[src/rtl/cache_pkg.sv]
// cache_pkg -- shared types and constants for the direct-mapped cache controller.
//   state_e      : controller FSM states
//   tag_entry_t  : one tag-array entry {valid, dirty, tag}
//   TAG_W/IDX_W/OFF_W/LINE_W/WORD_W : address split and data widths
package cache_pkg;

    localparam int TAG_W     = 23;
    localparam int IDX_W     = 4;
    localparam int OFF_W     = 5;
    localparam int LINE_W    = 256;
    localparam int WORD_W    = 64;
    localparam int NUM_LINES = 2 ** IDX_W;

    typedef enum logic [2:0] {
        ST_IDLE,
        ST_LOOKUP,
        ST_WRITEBACK,
        ST_REFILL,
        ST_WAIT
    } state_e;

    typedef struct packed {
        logic             valid;
        logic             dirty;
        logic [TAG_W-1:0] tag;
    } tag_entry_t;

endpackage

[src/rtl/cache_tag.sv]
// cache_tag -- valid/dirty/tag storage for the 16-entry direct-mapped cache.
//   clk_i    : clock, rising edge
//   rst_ni   : asynchronous active-low reset; clears every valid and dirty bit
//   index_i  : entry index for both the read and the write port
//   entry_o  : combinational read of entry index_i
//   we_i     : write enable, entry_i is stored at index_i on the rising edge
//   entry_i  : entry to write
module cache_tag
    import cache_pkg::*;
(
    input  logic             clk_i,
    input  logic             rst_ni,
    input  logic [IDX_W-1:0] index_i,
    output tag_entry_t       entry_o,
    input  logic             we_i,
    input  tag_entry_t       entry_i
);

    logic [NUM_LINES-1:0] valid_q;
    logic [NUM_LINES-1:0] dirty_q;
    logic [TAG_W-1:0]     tag_q [NUM_LINES];

    // Only the state bits need clearing; a stale tag is harmless once valid is 0.
    always_ff @(posedge clk_i or negedge rst_ni) begin
        if (!rst_ni) begin
            valid_q <= '0;
            dirty_q <= '0;
        end else if (we_i) begin
            valid_q[index_i] <= entry_i.valid;
            dirty_q[index_i] <= entry_i.dirty;
        end
    end

    always_ff @(posedge clk_i) begin
        if (we_i) begin
            tag_q[index_i] <= entry_i.tag;
        end
    end

    assign entry_o.valid = valid_q[index_i];
    assign entry_o.dirty = dirty_q[index_i];
    assign entry_o.tag   = tag_q[index_i];

endmodule

[src/rtl/cache_ctrl.sv]
// cache_ctrl -- direct-mapped, write-back, write-allocate cache controller.
//   clk_i / rst_ni            : clock (rising edge), asynchronous active-low reset
//   cpu_req_*                 : CPU request (valid/ready handshake, we, byte addr, wdata)
//   cpu_resp_valid_o/rdata_o  : one-cycle completion pulse with read data
//                               (old word for a write)
//   data_req_index_o/we_o     : external data array index and write enable
//   data_write_o/data_read_i  : data array write line / combinational read line
//   mem_req_*                 : line writeback (we=1) or fill (we=0) request
//   mem_rvalid_i/mem_rdata_i  : fill data return pulse
module cache_ctrl #(
    parameter int ADDR_W = 32,
    parameter int WORD_W = 64,
    parameter int LINE_W = 256,
    parameter int IDX_W  = 4
) (
    input  logic              clk_i,
    input  logic              rst_ni,
    input  logic              cpu_req_valid_i,
    output logic              cpu_req_ready_o,
    input  logic              cpu_req_we_i,
    input  logic [ADDR_W-1:0] cpu_req_addr_i,
    input  logic [WORD_W-1:0] cpu_req_wdata_i,
    output logic              cpu_resp_valid_o,
    output logic [WORD_W-1:0] cpu_resp_rdata_o,
    output logic [IDX_W-1:0]  data_req_index_o,
    output logic              data_req_we_o,
    output logic [LINE_W-1:0] data_write_o,
    input  logic [LINE_W-1:0] data_read_i,
    output logic              mem_req_valid_o,
    input  logic              mem_req_ready_i,
    output logic              mem_req_we_o,
    output logic [ADDR_W-1:0] mem_req_addr_o,
    output logic [LINE_W-1:0] mem_req_wdata_o,
    input  logic              mem_rvalid_i,
    input  logic [LINE_W-1:0] mem_rdata_i
);

    import cache_pkg::*;

    localparam int BYTE_OFF_W = $clog2(WORD_W / 8);
    localparam int WSEL_W     = OFF_W - BYTE_OFF_W;

    state_e                     state_q;
    state_e                     state_d;
    logic [ADDR_W-1:BYTE_OFF_W] req_addr_q;
    logic                       req_we_q;
    logic [WORD_W-1:0]          req_wdata_q;

    logic [TAG_W-1:0]  req_tag;
    logic [IDX_W-1:0]  req_idx;
    logic [WSEL_W-1:0] req_wsel;

    tag_entry_t entry_rd;
    tag_entry_t tag_wr;
    logic       tag_we;
    logic       hit;
    logic       unused_addr_lsb;

    function automatic logic [WORD_W-1:0] get_word(input logic [LINE_W-1:0] line,
                                                   input logic [WSEL_W-1:0] sel);
        return line[int'(sel) * WORD_W +: WORD_W];
    endfunction

    function automatic logic [LINE_W-1:0] put_word(input logic [LINE_W-1:0] line,
                                                   input logic [WSEL_W-1:0] sel,
                                                   input logic [WORD_W-1:0] word);
        logic [LINE_W-1:0] merged;
        merged = line;
        merged[int'(sel) * WORD_W +: WORD_W] = word;
        return merged;
    endfunction

    // Byte-within-word bits never reach the cache.
    assign unused_addr_lsb = ^cpu_req_addr_i[BYTE_OFF_W-1:0];

    assign req_tag  = req_addr_q[ADDR_W-1 -: TAG_W];
    assign req_idx  = req_addr_q[OFF_W +: IDX_W];
    assign req_wsel = req_addr_q[OFF_W-1:BYTE_OFF_W];

    cache_tag u_tag (
        .clk_i   (clk_i),
        .rst_ni  (rst_ni),
        .index_i (req_idx),
        .entry_o (entry_rd),
        .we_i    (tag_we),
        .entry_i (tag_wr)
    );

    assign hit = entry_rd.valid && (entry_rd.tag == req_tag);

    // The data array is indexed by the held request for the whole miss, so the
    // writeback line on data_read_i stays stable while memory stalls.
    assign data_req_index_o = req_idx;
    assign mem_req_wdata_o  = data_read_i;
    assign cpu_resp_rdata_o = get_word(data_read_i, req_wsel);

    always_ff @(posedge clk_i or negedge rst_ni) begin
        if (!rst_ni) begin
            state_q     <= ST_IDLE;
            req_addr_q  <= '0;
            req_we_q    <= 1'b0;
            req_wdata_q <= '0;
        end else begin
            state_q <= state_d;
            if (state_q == ST_IDLE && cpu_req_valid_i) begin
                req_addr_q  <= cpu_req_addr_i[ADDR_W-1:BYTE_OFF_W];
                req_we_q    <= cpu_req_we_i;
                req_wdata_q <= cpu_req_wdata_i;
            end
        end
    end

    always_comb begin
        state_d          = state_q;
        cpu_req_ready_o  = 1'b0;
        cpu_resp_valid_o = 1'b0;
        data_req_we_o    = 1'b0;
        data_write_o     = put_word(data_read_i, req_wsel, req_wdata_q);
        mem_req_valid_o  = 1'b0;
        mem_req_we_o     = 1'b0;
        mem_req_addr_o   = {req_tag, req_idx, {OFF_W{1'b0}}};
        tag_we           = 1'b0;
        tag_wr.valid     = 1'b1;
        tag_wr.dirty     = 1'b1;
        tag_wr.tag       = req_tag;

        case (state_q)
            ST_IDLE: begin
                cpu_req_ready_o = 1'b1;
                if (cpu_req_valid_i) begin
                    state_d = ST_LOOKUP;
                end
            end
            ST_LOOKUP: begin
                if (hit) begin
                    cpu_resp_valid_o = 1'b1;
                    state_d          = ST_IDLE;
                    if (req_we_q) begin
                        data_req_we_o = 1'b1;
                        tag_we        = 1'b1;
                    end
                end else if (entry_rd.valid && entry_rd.dirty) begin
                    state_d = ST_WRITEBACK;
                end else begin
                    state_d = ST_REFILL;
                end
            end
            ST_WRITEBACK: begin
                mem_req_valid_o = 1'b1;
                mem_req_we_o    = 1'b1;
                mem_req_addr_o  = {entry_rd.tag, req_idx, {OFF_W{1'b0}}};
                if (mem_req_ready_i) begin
                    state_d = ST_REFILL;
                end
            end
            ST_REFILL: begin
                mem_req_valid_o = 1'b1;
                if (mem_req_ready_i) begin
                    state_d = ST_WAIT;
                end
            end
            ST_WAIT: begin
                // Install the clean line, then re-run the lookup so reads and
                // write-allocates finish through the ordinary hit path.
                if (mem_rvalid_i) begin
                    data_req_we_o = 1'b1;
                    data_write_o  = mem_rdata_i;
                    tag_we        = 1'b1;
                    tag_wr.dirty  = 1'b0;
                    state_d       = ST_LOOKUP;
                end
            end
            default: begin
                state_d = ST_IDLE;
            end
        endcase
    end

endmodule

[config.mk]
export PLATFORM = sky130hd
export DESIGN_NAME = cache_ctrl
export DESIGN_NICKNAME = d
export VERILOG_FILES = /design/src/rtl/cache_pkg.sv /design/src/rtl/cache_tag.sv /design/src/rtl/cache_ctrl.sv
export SDC_FILE = /design/constraint.sdc
export NUM_CORES = 1
export LEC_CHECK = 0
export CAP_MARGIN = 20
export CORE_AREA = 2 2 482 484
export CTS_CLUSTER_DIAMETER = 200
export DETAILED_ROUTE_END_ITERATION = 10
export DIE_AREA = 0 0 484 486
export PLACE_DENSITY_LB_ADDON = 0.3
export SYNTH_ARGS = -nofsm -noshare
export SYNTH_HDL_FRONTEND = slang
export SYNTH_SLANG_ARGS = --single-unit
[constraint.sdc]
create_clock -name clk_i -period 10.2 [get_ports clk_i]
set_clock_uncertainty 0.15 [all_clocks]
set_input_delay 1.53 -clock clk_i [delete_from_list [all_inputs] [get_ports clk_i]]
set_output_delay 1.53 -clock clk_i [all_outputs]
set_load 0.02 [all_outputs]
==> results.md <==
- Final worst slack: 2.54 ns
- Cell Area, Synth: 29300 um^2
- Routed vias: 27900
- Global-route wire length before repair: 329 mm
- Syn. warnings: 0
- RSZ-0062 raised after global routing: false
- Clock network power share: 18.3%
- Clock buffer depth: 3
- Switch share: 47.0%
- Die span in x: 484 um
- DP HPWL: 219 mm
- Synth area leaders: edfxtp_1 38%, dfrtp_1 11%, mux4_2 9.2%
- Root Driver: clkbuf_16
- Slew @ Worst Pin: 1.38 ns
- Leak Pwr: 15.7 nW
- PortBufs: 1222
- Initial DRC Count: 3288
- RD Place Congestion: 0.937
- Fin. max-slew vios: 0
- Area grow syn2layout: 55.0%
- CTS buffer count: 66
- Die area: 235000 um^2
- Die H: 486 um
- Wire length on met1: 108 mm
- I/O pin count: 1231
- WL per Instance: 40.7 um
- Post-route setup TNS: 0 ns
- H-tree lvl count: 3
- Worst r2r dst: u_tag.tag_q[0][3]
- Unique masters post-synth: 68
- Synth Area in Compound Gates: 12.4%
- Ys flop type: edfxtp_1
- Worst hold path type: flip-flop to flip-flop
- Avg Synthesized Cell Area: 11.3 um^2
- Synth Area in Adders: 0.213%
- Max-cap violations: 0
- Setup slack, reg-to-reg: 3.61 ns
- Routed wl met2: 115 mm
- Async SR Flop Fraction: 26.0%
- Setup crit end: cpu_resp_valid_o
- Via-to-Cell Ratio: 4.23
- Slew HR: 8.14%
- CP Class: flip-flop to output pin
- Flops & latches, synth: 497
- Critical path origin: req_addr_q[8]
- Period minus WS final: 7.66 ns
- Clock sink count: 497
- Post-synth EDFFs: 368
- CP required: 8.52 ns
- Clk slew on worst S/H paths: 0.06 ns
- Largest family of logic cells by synthesized area: multiplexers
- # fillers: 25100
- Total global routing overflow: 0
- Synth top area share: 37.7%
- Met3 wire length: 32.0 mm
- Highest Signal Layer: met5
- Fin. Hold Viols: 0
- Drt pass-1 iters: 6
- CP max FO: 42
- Largest net degree at the start of global routing: 170
- Startpoint types: flip-flop
- Sequential Power Share: 25.8%
- Final setup vio count: 0
- Initial core utilization: 12.8%
- # rows: 176
- Core area: 229000 um^2
- Synth Area in XOR/XNOR: 0.776%
- Post-synthesis simple-gate area fraction: 10.3%
- Layout Nets: 4103
- Area leader, netlist: edfxtp_1
- Crit share post-route: 75.1%
- Status: finished, final reports clean
- Pwr Density: 284 nW/um^2
- VDD IR max: 238 uV
- Synth cell count leaders: 562 x nor2_1, 368 x edfxtp_1, 285 x buf_4, 265 x a221oi_1, 142 x clkbuf_1
- Remaining design rule violation count: 0
- Total GRT Usage: 21.9%
- FMAX: 0.131 GHz
- Post-CTS sizing: 0
- Share of cells above drive strength 1: 12.2%
- Initial antenna violation count: 83
- Reg-to-reg startpoint: req_addr_q[5]
- Post-synthesis sequential area ratio: 48.7%
- Worst slack, placed: 3.16 ns
- Crit path arrival time: 5.98 ns
- Multiplexer area fraction after synthesis: 17.4%
- Vias in the first global route: 27100
- CTS tree: built
- P_int: 6.84 mW
- Cts hold-fix bufs: 0
- Clk Latency, worst-skew pair: 0.67 ns
- WL final: 268 mm
- Post-CTS Setup Bufs: 0
- Synth Instances: 2593
- ANT nets after route: 0
- Combinational share of power: 55.9%
- Switching pwr: 6.06 mW
- CP endpoint kind: output pin
- R2R cell count: 10
- Top-count cell post-synth: nor2_1
==> power by group through the flow <==
| stage | Sequential (mW) | Combinational, mW | Clock [mW] |
|---|---|---|---|
| floorplan | 2.94 | 3.79 | 0 |
| global placement | 3.34 | 7.22 | 0 |
| global route | 3.37 | 7.50 | 2.49 |
| finish | 3.33 | 7.21 | 2.36 |
| detailed placement | 3.36 | 7.21 | 0 |
| CTS | 3.32 | 7.24 | 2.43 |
==> through the flow <==
step	instances	utilization (%)	total power, mW	hold slack (ns)	cell area [um^2]
6_report	6600	19.8	12.9	0.381	45500
5_1_grt	6576	19.8	13.4	0.406	45400
4_1_cts	6556	19.8	13.0	0.380	45400
3_5_place_dp	6442	18.9	10.6	0.371	43300
3_3_place_gp	6442	18.9	10.6	0.365	43300
2_1_floorplan	2597	-	6.73	0.346	29400
==> registers in the layout, indices dropped and copies added, names as in the netlist <==
register       flops
u_tag.tag_q      368
req_wdata_q       64
req_addr_q        29
u_tag.dirty_q     16
u_tag.valid_q     16
state_q            3
req_we_q           1
==> cells in the final DEF, fill, tap and decap left out, drive strengths merged, types with 54 or more instances in the layout <==
| cell type | count |
|---|---|
| mux2 | 107 |
| edfxtp | 368 |
| a221oi | 265 |
| clkdlybuf4s50 | 1221 |
| nor2 | 563 |
| dfrtp | 129 |
| o21ai | 54 |
| a21oi | 55 |
| nand2 | 103 |
| clkbuf | 93 |
| mux2i | 119 |
| mux4 | 120 |
| buf | 67 |
==> kinds of logic after synthesis <==
kind of cell	count (synthesis)
XOR/XNOR	26
multiplexers	346
buffers and inverters	503
AND/OR/NAND/NOR	745
flip-flops	497
adder cells (fa/ha/maj)	5
other	1
AO/OA/AOI/OAI	470
==> layout make-up <==
cell class,instances,area [um^2],area share (%)
repair buffers,1289,12800,28.1
clock buffers,92,1850,4.07
diodes,44,110,0.242
inverters,33,134,0.294
well taps,3026,3790,8.32
multi-input cells,1597,12300,27.0
clock inverters,22,245,0.539
flip-flops and latches,497,14300,31.4
==> how the worst min path moves through the flow <==
stage	from	endpoint	slack, ns	cells past startpoint
after global placement	u_tag.dirty_q[5]	u_tag.dirty_q[5]	0.37	2
after detailed placement	u_tag.dirty_q[5]	u_tag.dirty_q[5]	0.37	2
after CTS	u_tag.dirty_q[5]	u_tag.dirty_q[5]	0.38	2
final	u_tag.dirty_q[5]	u_tag.dirty_q[5]	0.38	2
after global routing	u_tag.dirty_q[14]	u_tag.dirty_q[14]	0.41	2
after floorplan	u_tag.dirty_q[14]	u_tag.dirty_q[14]	0.35	2
==> per-layer routing <==
metal	GRT usage, %	up-vias
met3	9.92	287
met4	9.49	6
li1	-	11400
met5	0	-
met2	32.6	1666
met1	27.1	14600
==> worst max-delay path, stage by stage, from the launching register on <==
cell and delay (ns):
dfrtp_4 0.83, buf_4 0.65, nand2b_1 0.83, o22ai_1 0.16, a31oi_1 0.51, xnor2_1 0.25
and2_1 0.17, o211ai_1 0.08, or4_1 0.48, nor4_1 0.38, clkdlybuf4s50_1 0.92
(Power assumes the default switching activity.)
